<file path="config.mk">
export PLATFORM = sky130hd
export DESIGN_NAME = uart_bus_ctrl
export DESIGN_NICKNAME = d
export VERILOG_FILES = /design/src/rtl/uart_bus_ctrl.sv
export SDC_FILE = /design/constraint.sdc
export NUM_CORES = 1
export LEC_CHECK = 0
export CAP_MARGIN = 20
export CORE_UTILIZATION = 30
export DETAILED_ROUTE_END_ITERATION = 12
export SETUP_SLACK_MARGIN = 0.4
export SLEW_MARGIN = 0
export SYNTH_ARGS = -nofsm -noshare
export SYNTH_HDL_FRONTEND = slang
export SYNTH_SLANG_ARGS = --single-unit
</file>
<file path="constraint.sdc">
create_clock -name sysclk -period 3.8 [get_ports sysclk]
set_clock_uncertainty 0.05 [all_clocks]
set_input_delay 0.76 -clock sysclk [delete_from_list [all_inputs] [get_ports sysclk]]
set_output_delay 0.76 -clock sysclk [all_outputs]
set_load 0.02 [all_outputs]
</file>
<file path="src/rtl/uart_bus_ctrl.sv">
// Memory-mapped UART controller: RX byte FIFO, TX holding register with a
// start/busy handshake FSM, and a CON status/control register with interrupt.
module uart_bus_ctrl #(
    parameter int          FIFO_DEPTH = 4,
    parameter logic [31:0] ADDR_TXD   = 32'h4000_0018,
    parameter logic [31:0] ADDR_RXD   = 32'h4000_001C,
    parameter logic [31:0] ADDR_CON   = 32'h4000_0020
) (
    input  logic        sysclk,
    input  logic        Reset,
    input  logic [31:0] addr,
    input  logic        rd,
    input  logic        wr,
    input  logic [31:0] wdata,
    output logic [31:0] rdata,
    input  logic        rx_valid,
    input  logic [7:0]  rx_data,
    output logic        tx_start,
    output logic [7:0]  tx_data,
    input  logic        tx_busy,
    output logic        irq
);
    localparam int PW = $clog2(FIFO_DEPTH);
    localparam int CW = PW + 1;

    typedef enum logic [1:0] {S_IDLE, S_WAIT_HI, S_WAIT_LO} tx_state_e;

    logic [7:0]    fifo_q [FIFO_DEPTH];
    logic [PW-1:0] wptr_q, wptr_d, rptr_q, rptr_d;
    logic [CW-1:0] count_q, count_d;
    logic          overrun_q, overrun_d;
    logic          tx_done_q, tx_done_d;
    logic [7:0]    hold_q, hold_d;
    logic          hold_valid_q, hold_valid_d;
    logic          rx_en_q, rx_en_d, tx_en_q, tx_en_d;
    tx_state_e     state_q, state_d;
    logic          tx_start_q, tx_start_d;
    logic [7:0]    tx_data_q, tx_data_d;
    logic          irq_q, irq_d;

    logic sel_txd, sel_rxd, sel_con;
    logic full, push, pop, overrun_set, tx_done_set, consume, con_wr;
    logic [31:0] con_val, cnt_ext;
    logic unused_wdata;

    assign sel_txd = (addr == ADDR_TXD);
    assign sel_rxd = (addr == ADDR_RXD);
    assign sel_con = (addr == ADDR_CON);
    assign con_wr  = wr && sel_con;

    // A pop in the same cycle frees a slot, so a full FIFO still accepts the push.
    assign full        = (count_q == CW'(FIFO_DEPTH));
    assign pop         = rd && sel_rxd && (count_q != '0);
    assign push        = rx_valid && (!full || pop);
    assign overrun_set = rx_valid && full && !pop;

    assign cnt_ext      = 32'(count_q);
    assign unused_wdata = ^{wdata[31:18], wdata[15:5], wdata[2:0], cnt_ext[31:3]};

    always_comb begin
        con_val        = '0;
        con_val[0]     = (count_q != '0);
        con_val[1]     = hold_valid_q;
        con_val[2]     = (state_q != S_IDLE);
        con_val[3]     = overrun_q;
        con_val[4]     = tx_done_q;
        con_val[10:8]  = cnt_ext[2:0];
        con_val[16]    = rx_en_q;
        con_val[17]    = tx_en_q;
    end

    always_comb begin
        rdata = '0;
        if (sel_rxd && count_q != '0) rdata = {24'b0, fifo_q[rptr_q]};
        else if (sel_con)             rdata = con_val;
    end

    always_comb begin
        wptr_d  = push ? wptr_q + 1'b1 : wptr_q;
        rptr_d  = pop  ? rptr_q + 1'b1 : rptr_q;
        count_d = count_q;
        case ({push, pop})
            2'b10:   count_d = count_q + 1'b1;
            2'b01:   count_d = count_q - 1'b1;
            default: count_d = count_q;
        endcase
    end

    // TX handshake FSM; tx_start/tx_data are registered so data is valid with the pulse.
    always_comb begin
        state_d     = state_q;
        tx_start_d  = 1'b0;
        tx_data_d   = tx_data_q;
        consume     = 1'b0;
        tx_done_set = 1'b0;
        case (state_q)
            S_IDLE: if (hold_valid_q && !tx_busy) begin
                tx_start_d = 1'b1;
                tx_data_d  = hold_q;
                consume    = 1'b1;
                state_d    = S_WAIT_HI;
            end
            S_WAIT_HI: if (tx_busy) state_d = S_WAIT_LO;
            S_WAIT_LO: if (!tx_busy) begin
                state_d     = S_IDLE;
                tx_done_set = 1'b1;
            end
            default: state_d = S_IDLE;
        endcase
    end

    always_comb begin
        hold_d       = hold_q;
        hold_valid_d = hold_valid_q;
        if (consume) begin
            hold_valid_d = 1'b0;
        end else if (wr && sel_txd && !hold_valid_q) begin
            hold_d       = wdata[7:0];
            hold_valid_d = 1'b1;
        end
        rx_en_d   = con_wr ? wdata[16] : rx_en_q;
        tx_en_d   = con_wr ? wdata[17] : tx_en_q;
        // Set events take priority over write-one-to-clear.
        overrun_d = overrun_set || (overrun_q && !(con_wr && wdata[3]));
        tx_done_d = tx_done_set || (tx_done_q && !(con_wr && wdata[4]));
        irq_d     = (rx_en_q && count_q != '0) || (tx_en_q && tx_done_q);
    end

    always_ff @(posedge sysclk) begin
        if (push) fifo_q[wptr_q] <= rx_data;
    end

    always_ff @(posedge sysclk) begin
        if (Reset) begin
            wptr_q       <= '0;
            rptr_q       <= '0;
            count_q      <= '0;
            overrun_q    <= 1'b0;
            tx_done_q    <= 1'b0;
            hold_q       <= '0;
            hold_valid_q <= 1'b0;
            rx_en_q      <= 1'b0;
            tx_en_q      <= 1'b0;
            state_q      <= S_IDLE;
            tx_start_q   <= 1'b0;
            tx_data_q    <= '0;
            irq_q        <= 1'b0;
        end else begin
            wptr_q       <= wptr_d;
            rptr_q       <= rptr_d;
            count_q      <= count_d;
            overrun_q    <= overrun_d;
            tx_done_q    <= tx_done_d;
            hold_q       <= hold_d;
            hold_valid_q <= hold_valid_d;
            rx_en_q      <= rx_en_d;
            tx_en_q      <= tx_en_d;
            state_q      <= state_d;
            tx_start_q   <= tx_start_d;
            tx_data_q    <= tx_data_d;
            irq_q        <= irq_d;
        end
    end

    assign tx_start = tx_start_q;
    assign tx_data  = tx_data_q;
    assign irq      = irq_q;
endmodule

</file>
==> metrics.txt, run 1 <==
post-route worst setup slack=0.371 ns; gpl congestion=0.801; proportion of register bits with asynchronous set or reset after synthesis=0%; Die Footprint=0.0105 mm^2; Slew Limit Headroom=61.7%; Tightest Hold Check Type=flip-flop to flip-flop; final-report max-slew violation count=0; DR WL/cell=14.3 um; post-cts hold buffer count=0; Bufs on Longest Clock Path=2; arrival time at the worst endpoint=2.62 ns; die width=103 um; start-to-end type of the worst setup path=input port to output port; Vias per Instance=4.50; switching power of the nets=0.359 mW; number of sinks on the clock net=66; most common library cell in the layout ignoring fill and taps=sky130_fd_sc_hd__clkdlybuf4s50_1; reported leakage power=1.59 nW; areal power density over the cells=365 mW/mm^2; capturing element type of the critical path=output port; area growth from synthesis to layout=43.5%; area of combinational cells with multiple inputs=0.00133 mm^2; maximum net fanout on the critical path=8; overall fraction of global-route tracks in use=13.9%; H-tree depth=3; global-route wire length before repair=10.8 mm; cts bufs inserted=9; Least-Margin Pin Slew=0.574 ns; required time reported for the critical path endpoint=2.99 ns; number of antenna repair diodes=0; number of DRC violations after detailed-routing iteration 0=54; sequential fraction of design power=48.5%; Cell variety after synth=46; largest net degree at the start of global routing=27; layout cells sized above 1=24.4%; reported max-cap violation count=0; number of global-route vias before repair=2,164; maximum clock frequency=0.292 GHz; maximum VDD drop=264 uV; average instance area after synthesis=11.7 um^2; most frequent cells in the layout=sky130_fd_sc_hd__clkdlybuf4s50_1, sky130_fd_sc_hd__dfxtp_1, sky130_fd_sc_hd__edfxtp_1; Post-synth EDFFs=32; sequential element share of the synthesized area=54.0%; outcome=finished, final reports clean; portion of the clock cycle consumed by the worst path in the final layout=90.2%; Final Power=1.59 mW; nature of the critical path startpoint=input port; half-perimeter wire length of the detailed placement result=5.16 mm; clock latency on the worst-skew pair=0.33 ns; internal power component=1.23 mW; Remaining DRCs=0; first-pass detailed-route iteration total=4; Final ANT Viol Nets=0; Final nets=443; combinational group share of total power=9.8%; Sw Share=22.6%; Overflow after GRT=0; number of buffers added on ports=78; count of final setup violators=0; initial antenna violation count=0; number of filler cells placed in the layout=935; count of pins on the block boundary=120; number of warnings reported in the yosys synthesis log=0; number of standard-cell rows in the floorplan=36; Total Routed Length=7.14 mm; final hold violations=0; area inside the core boundary=0.00977 mm^2; setup repair after global routing missed its margin=true; TritonCTS clock tree=built; Setup WS pre-CTS=-0.296 ns; synthesized area=0.00304 mm^2; Die Y-Extent=103 um; sequential standard cell area=0.00164 mm^2; final period demand of the worst path=3.43 ns; Initial Utilization=31.1%; register bit count reported by yosys=66; vias post-DR=2,241; clock-pin transition on the worst setup and hold timing paths=0.07 ns; clock power share=41.7%; top_reg_cell synth=sky130_fd_sc_hd__dfxtp_1; Root Buffer Master=sky130_fd_sc_hd__clkbuf_8; Cells after Synth=259
power by group through the flow:
| stage | logic (mW) | registers [mW] | clock network (mW) |
|---|---|---|---|
| 2_1_floorplan | 0.0768 | 0.786 | 0 |
| 3_3_place_gp | 0.149 | 0.787 | 0 |
| 3_5_place_dp | 0.152 | 0.788 | 0 |
| 4_1_cts | 0.153 | 0.772 | 0.681 |
| 5_1_grt | 0.170 | 0.774 | 0.715 |
| 6_report | 0.156 | 0.772 | 0.664 |
cell usage after synthesis, types with 5 or more instances:
cell type / count / share of area [%]
sky130_fd_sc_hd__dfxtp_1: 34 / 22
sky130_fd_sc_hd__edfxtp_1: 32 / 32
sky130_fd_sc_hd__nor2_1: 30 / 3.7
sky130_fd_sc_hd__buf_4: 20 / 4.9
sky130_fd_sc_hd__nand2_1: 19 / 2.3
sky130_fd_sc_hd__a21oi_1: 14 / 2.3
sky130_fd_sc_hd__inv_1: 10 / 1.2
sky130_fd_sc_hd__mux2i_1: 9 / 3.0
sky130_fd_sc_hd__mux4_2: 8 / 5.9
sky130_fd_sc_hd__nor2b_1: 8 / 1.6
sky130_fd_sc_hd__nand3_1: 6 / 0.99
sky130_fd_sc_hd__nor4_1: 6 / 1.2
sky130_fd_sc_hd__or3_1: 5 / 1.0
sequential cells by signal (all words and copies together) (netlist names), named ones only:
signal,flops
wptr_q,2
tx_done_q,1
irq,1
tx_data,8
state_q,2
rx_en_q,1
hold_valid_q,1
hold_q,8
tx_en_q,1
tx_start,1
rptr_q,2
fifo_q,32
count_q,3
overrun_q,1
layer usage:
layer | part of all wire (%) | global-route usage, % | wire (um)
met5 | 0 | 0 | 0
met1 | 44 | 16.7 | 3140
met3 | 7.2 | 3.53 | 511
met2 | 47 | 23.3 | 3380
met4 | 1.5 | 6.26 | 105
metrics by stage:
stage,util [%],hold WS [ns],cell area [um^2],std cells,setup TNS [ns]
floorplan,-,0.381,3110,277,0
global placement,41.2,0.390,4030,480,-3.15
detailed placement,41.2,0.394,4030,480,-3.32
CTS,43.5,0.403,4250,497,0
global route,44.6,0.424,4360,498,0
finish,44.6,0.397,4360,498,0
timing repair:
item	CTS	global route
endpoints found under the setup margin	15	15
setup buffers	1	1
resized for setup	85	28
gates cloned	0	0
pin swaps	6	10
final cells by class:
class | instances | area share (%)
clock buffer | 12 | 4.10
timing repair buffer | 99 | 21.8
tap | 133 | 3.82
sequential | 66 | 37.6
clock inverter | 4 | 1.23
inverter | 10 | 0.861
multi-input combinational | 174 | 30.6
critical path: stages:
cell	delay, ns
sky130_fd_sc_hd__buf_6	0.09
sky130_fd_sc_hd__or3_4	0.37
sky130_fd_sc_hd__or4b_4	0.54
sky130_fd_sc_hd__nor4_4	0.35
sky130_fd_sc_hd__buf_6	0.18
sky130_fd_sc_hd__a22o_1	0.19
sky130_fd_sc_hd__buf_6	0.13
worst paths after layout:
path	slack, ns	endpoint	from	depth (start not counted)
worst max-delay path	0.37	rdata[3]	addr[1]	7
worst min-delay path	0.40	tx_data[6]$_SDFFE_PP0P_	hold_q[6]$_SDFFE_PP0P_	2
worst min register to register	0.40	tx_data[6]$_SDFFE_PP0P_	hold_q[6]$_SDFFE_PP0P_	2
worst max register to register	1.01	count_q[2]$_SDFFE_PP0P_	count_q[2]$_SDFFE_PP0P_	10
cells by family (layout without fill, tap and decap cells):
family,after synthesis,in the layout,share of synthesized area [%]
AND/OR/NAND/NOR,100,100,19.8
flip-flops,66,66,54.0
buffers and inverters,37,125,7.08
AO/OA/AOI/OAI,28,28,6.05
multiplexers,20,20,10.0
adder cells (fa/ha/maj),5,5,2.31
XOR/XNOR,2,2,0.576
other,1,19,0.123
Power figures use the tool's default switching activity.
==> run 2: changes to the inputs <==
Settings changed: ABC_AREA set to 1.
Clock period 3.8 ns to 4.35 ns, I/O delays scaled along.
==> run 2 against run 1 <==
  * The flow now finishes with violations (design-rule violations)
  * Via count grew 14%
  * Synthesized area grew 3.8%
  * Non-clock buffer count shrank 19
  * Critical path depth grew 2
  * Sequential power shrank 12%
  * Wire length shrank 3.4%
  * Critical path type unchanged
  * Largest power group unchanged
==> metrics.txt, run 2 <==
overall fraction of global-route tracks in use=13.6%; capturing element type of the critical path=output port; cell area after placement=0.00401 mm^2; met3 wire length=420 um; worst setup path endpoint=rdata[2]; startpoint of the most critical register-to-register path=count_q[1]$_SDFFE_PP0P_; Cell variety after synth=33; gpl congestion=0.758; most common library cell in the layout ignoring fill and taps=sky130_fd_sc_hd__clkdlybuf4s50_1; share of the core filled with cells=41.0%; clock-pin transition on the worst setup and hold timing paths=0.06 ns; Overflow after GRT=0; Total Neg Setup Slack=0 ns; slack of the worst reg-to-reg path=2.30 ns; post-route insts no fill=587; top cells by area in the synthesized netlist=sky130_fd_sc_hd__edfxtp_1, sky130_fd_sc_hd__dfxtp_1, sky130_fd_sc_hd__nor2_1, sky130_fd_sc_hd__inv_1, sky130_fd_sc_hd__nand2_1; Post-synth EDFFs=32; top_reg_cell synth=sky130_fd_sc_hd__dfxtp_1; area share of the largest cell type after synthesis=30.5%; average instance area after synthesis=8.67 um^2; Cells after Synth=364; global-route wire length before repair=11.7 mm; final period demand of the worst path=3.83 ns; Die Y-Extent=105 um; clock latency on the worst-skew pair=0.33 ns; number of buffers added on ports=78; most numerous cell in the Yosys netlist=sky130_fd_sc_hd__nor2_1; violations in the final reports=design-rule violations; maximum VDD drop=154 uV; vias post-DR=2,545; first-pass detailed-route iteration total=8; DR WL/cell=11.7 um; maximum clock frequency=0.261 GHz; number of sinks on the clock net=66; most frequent cells in the layout=sky130_fd_sc_hd__clkdlybuf4s50_1, sky130_fd_sc_hd__nor2_1, sky130_fd_sc_hd__inv_1; reg2reg path depth=6; start-to-end type of the worst setup path=input port to output port; cts bufs inserted=9; Root Buffer Master=sky130_fd_sc_hd__clkbuf_8; H-tree depth=3; Final nets=529; final design area excluding fillers=0.00421 mm^2; area growth from synthesis to layout=33.6%; reported leakage power=1.73 nW; initial antenna violation count=0; TritonCTS clock tree=built; Final Power=1.29 mW; number of DRC violations after detailed-routing iteration 0=140; Tightest Hold Check Type=flip-flop to flip-flop; sequential element share of the synthesized area=52.0%; largest reg by FF count=fifo_q; Die Footprint=0.0109 mm^2; layout cells sized above 1=10.2%; post-cts hold buffer count=0; placed insts=571; number of standard-cell rows in the floorplan=37; Slew Limit Headroom=47.0%; post-CTS setup repair buffer count=0; Final ANT Viol Nets=0; required time reported for the critical path endpoint=3.43 ns; Least-Margin Pin Slew=0.791 ns; number of filler cells placed in the layout=1,020; synthesized area=0.00315 mm^2; portion of the clock cycle consumed by the worst path in the final layout=88.0%; setup repair after global routing missed its margin=true; Total Routed Length=6.90 mm; number of global-route vias before repair=2,503; Bufs on Longest Clock Path=2; commonest cells in the netlist=sky130_fd_sc_hd__nor2_1, sky130_fd_sc_hd__inv_1, sky130_fd_sc_hd__nand2_1; final hold violations=0; half-perimeter wire length of the detailed placement result=5.18 mm; detailed-routing wirelength on met1=3.00 mm; nature of the critical path startpoint=input port; number of warnings reported in the yosys synthesis log=0; register bit count reported by yosys=66; capture point of the worst reg-to-reg path=fifo_q[1][6]$_DFFE_PP_; maximum net fanout on the critical path=6; count of pins on the block boundary=120; Initial Utilization=30.7%; reported max-cap violation count=0; Detail Route met2 WL=3.38 mm; Synth area leader=sky130_fd_sc_hd__edfxtp_1; outcome=finished, violations left; flip-flop count of the largest register, all copies and words added=32; Remaining DRCs=2; area inside the core boundary=0.0103 mm^2; count of final setup violators=0; proportion of register bits with asynchronous set or reset after synthesis=0%; largest net degree at the start of global routing=26; areal power density over the cells=306 mW/mm^2; Vias per Instance=4.34; arrival time at the worst endpoint=2.91 ns; topmost layer with routed signal wires=met4; number of antenna repair diodes=0; die width=105 um; Critical Path Source=addr[1]; final-report max-slew violation count=0
[run 2: changes by cell type after synthesis, sizes merged, moves of 4 or more]
cell,before,now
mux4,8,0
nand3,6,26
nor2,30,73
o21ai,2,29
a22o,4,0
nor2b,8,0
nand2,19,54
nor4,11,0
inv,10,51
mux2i,9,0
or3,6,0
a21oi,14,18
[run 2: stage by stage]
step                hold WS (ns)  setup WS [ns]
floorplan                  0.364           1.51
global placement           0.373          0.437
detailed placement         0.374          0.459
CTS                        0.390          0.442
global route               0.419          0.321
finish                     0.391          0.524
[run 2: logic make-up after synthesis]
kind of cell	after synthesis	share of synthesized area, %
buffers and inverters	79	11.9
adder cells (fa/ha/maj)	5	2.22
AO/OA/AOI/OAI	53	9.32
other	1	0.119
flip-flops	66	52.0
AND/OR/NAND/NOR	160	24.4
[run 2: layer usage]
layer / GRT usage (%) / up-vias
li1: - / 1298
met1: 15.9 / 1153
met2: 24.2 / 87
met3: 2.81 / 7
met5: 0 / -
met4: 5.51 / 0
[run 2: worst min path at each step]
stage               cells past startpoint                    from                 endpoint
floorplan                               2  hold_q[0]$_SDFFE_PP0P_  tx_data[0]$_SDFFE_PP0P_
global placement                        2  hold_q[6]$_SDFFE_PP0P_  tx_data[6]$_SDFFE_PP0P_
detailed placement                      2  hold_q[2]$_SDFFE_PP0P_  tx_data[2]$_SDFFE_PP0P_
CTS                                     2  hold_q[2]$_SDFFE_PP0P_  tx_data[2]$_SDFFE_PP0P_
global route                            2  hold_q[0]$_SDFFE_PP0P_  tx_data[0]$_SDFFE_PP0P_
finish                                  2  hold_q[2]$_SDFFE_PP0P_  tx_data[2]$_SDFFE_PP0P_
[run 2: timing repair]
item	4_1_cts	5_1_grt
setup endpoints to repair	0	5
gates resized for setup	0	6
hold endpoints to repair	0	0
[run 2: area by class of cell]
cell class | count | area [um^2] | area share, %
Sequential cell | 66 | 1640 | 39.0
Multi-Input combinational cell | 237 | 1210 | 28.8
Clock inverter | 3 | 40.0 | 0.950
Tap cell | 136 | 170 | 4.04
Clock buffer | 13 | 149 | 3.53
Timing Repair Buffer | 80 | 803 | 19.1
Inverter | 52 | 196 | 4.66
[run 2: power breakdown]
| group | leakage [nW] | switching (mW) | internal (mW) |
|---|---|---|---|
| sequential | 0.569 | 0.00641 | 0.669 |
| clock | 0.0974 | 0.210 | 0.279 |
| combinational | 1.07 | 0.0663 | 0.0598 |
| total | 1.73 | 0.283 | 1.01 |
[run 2: critical path, cell delays in order]
cell and delay (ns):
sky130_fd_sc_hd__clkdlybuf4s50_1 0.44, sky130_fd_sc_hd__nor2_4 0.15, sky130_fd_sc_hd__nand3_2 0.08, sky130_fd_sc_hd__nor2_2 0.21, sky130_fd_sc_hd__inv_2 0.07, sky130_fd_sc_hd__nor2_4 0.20
sky130_fd_sc_hd__nand3_1 0.12, sky130_fd_sc_hd__o21ai_1 0.13, sky130_fd_sc_hd__clkdlybuf4s50_1 0.64
==> run 3: changes to the inputs <==
Settings changed: ABC_CLOCK_PERIOD_IN_PS set to 4350, PLACE_DENSITY set to 0.61, SKIP_CTS_REPAIR_TIMING set to 1.
==> run 3 against run 2 <==
  * The run now ends clean
  * Wire length is 1.1% lower
  * Critical endpoint is now rdata[1]
  * Worst setup slack better by 0.016 ns
  * Hold slack better by 0.0070 ns
  * Via count is 1.1% lower
  * Largest cell class unchanged
  * Combinational power hardly changed
==> metrics.txt, run 3 (synthesis results as in run 2) <==
outcome=finished, final reports clean; maximum clock frequency=0.263 GHz; clock latency on the worst-skew pair=0.34 ns; start-to-end type of the worst setup path=input port to output port; share of the core filled with cells=41.1%; Setup WS pre-CTS=0.469 ns; Remaining DRCs=0; Vias per Instance=4.29; Overflow after GRT=0; cell area after placement=0.00401 mm^2; largest net degree at the start of global routing=26; Slew Limit Headroom=43.9%; Sw Share=22.0%; first-pass detailed-route iteration total=4; combinational group share of total power=9.7%; DR WL/cell=11.6 um; cts bufs inserted=9; area of combinational cells with multiple inputs=0.00121 mm^2; number of DRC violations after detailed-routing iteration 0=143; area growth from synthesis to layout=34.0%; Final ANT Viol Nets=0; Root Buffer Master=sky130_fd_sc_hd__clkbuf_8; Final nets=529; setup repair after global routing missed its margin=true; H-tree depth=3; final period demand of the worst path=3.81 ns; number of sinks on the clock net=66; Die Y-Extent=105 um; initial antenna violation count=0; sequential fraction of design power=51.8%; capturing element type of the critical path=output port; maximum net fanout on the critical path=6; number of antenna repair diodes=0; TritonCTS clock tree=built; Bufs on Longest Clock Path=2; clock-pin transition on the worst setup and hold timing paths=0.06 ns; areal power density over the cells=309 mW/mm^2; Die Footprint=0.0109 mm^2; number of buffers added on ports=78; number of standard-cell rows in the floorplan=37; number of global-route vias before repair=2,450; Final Power=1.30 mW; final design area excluding fillers=0.00423 mm^2; maximum VDD drop=131 uV; gpl congestion=0.806; placed insts=571; layout cells sized above 1=10.4%; number of filler cells placed in the layout=995; Total Neg Setup Slack=0 ns; reported leakage power=1.72 nW; reg2reg path depth=6; count of cells along the worst hold path=2; reported max-cap violation count=0; half-perimeter wire length of the detailed placement result=5.04 mm; Initial Utilization=30.7%; largest reg by FF count=fifo_q; post-route insts no fill=587; clock power share=38.5%; final-report max-slew violation count=0; final hold violations=0; most frequent cells in the layout=sky130_fd_sc_hd__clkdlybuf4s50_1, sky130_fd_sc_hd__nor2_1, sky130_fd_sc_hd__inv_1; most common library cell in the layout ignoring fill and taps=sky130_fd_sc_hd__clkdlybuf4s50_1; Tightest Hold Check Type=flip-flop to flip-flop; worst hold slack=0.398 ns; count of pins on the block boundary=120; sequential standard cell area=0.00164 mm^2; vias post-DR=2,518; global-route wire length before repair=11.2 mm; overall fraction of global-route tracks in use=13.1%; area inside the core boundary=0.0103 mm^2; count of final setup violators=0; flip-flop count of the largest register, all copies and words added=32; Least-Margin Pin Slew=0.838 ns; internal power component=1.02 mW; nature of the critical path startpoint=input port; Total Routed Length=6.82 mm; switching power of the nets=0.288 mW; arrival time at the worst endpoint=2.89 ns; die width=105 um; post-route worst setup slack=0.541 ns; portion of the clock cycle consumed by the worst path in the final layout=87.6%; required time reported for the critical path endpoint=3.43 ns
run 3: worst paths after layout:
check	slack, ns	endpoint	from
setup reg to reg	2.25	fifo_q[1][0]$_DFFE_PP_	count_q[1]$_SDFFE_PP0P_
hold reg to reg	0.40	tx_data[5]$_SDFFE_PP0P_	hold_q[5]$_SDFFE_PP0P_
setup / recovery	0.54	rdata[1]	addr[30]
hold / removal	0.40	tx_data[5]$_SDFFE_PP0P_	hold_q[5]$_SDFFE_PP0P_
run 3: layer usage:
layer / track usage, % / part of all wire [%]
met5: 0 / 0
met4: 4.59 / 1.5
met3: 4.49 / 7.1
met2: 22.0 / 47
met1: 15.5 / 44
run 3: power by group through the flow:
stage | clock network [mW] | registers, mW | logic (mW)
2_1_floorplan | 0 | 0.688 | 0.0720
3_3_place_gp | 0 | 0.689 | 0.125
3_5_place_dp | 0 | 0.690 | 0.127
4_1_cts | 0.512 | 0.676 | 0.127
5_1_grt | 0.541 | 0.677 | 0.140
6_report | 0.503 | 0.676 | 0.126
run 3: worst max-delay path: stages:
cell                              delay (ns)
sky130_fd_sc_hd__clkdlybuf4s50_1        0.48
sky130_fd_sc_hd__nand2_1                0.06
sky130_fd_sc_hd__nor2_1                 0.11
sky130_fd_sc_hd__nand2_1                0.10
sky130_fd_sc_hd__nor2_4                 0.16
sky130_fd_sc_hd__nand2_2                0.10
sky130_fd_sc_hd__nor2_4                 0.16
sky130_fd_sc_hd__nand3_1                0.08
sky130_fd_sc_hd__o21ai_1                0.12
sky130_fd_sc_hd__clkdlybuf4s50_1        0.64
run 3: layout make-up:
type	count	share of cell area [%]
sequential	66	38.9
multi-input combinational	237	28.7
timing repair buffer	80	19.0
clock buffer	15	4.68
inverter	52	4.65
tap	136	4.03
clock inverter	1	0.118
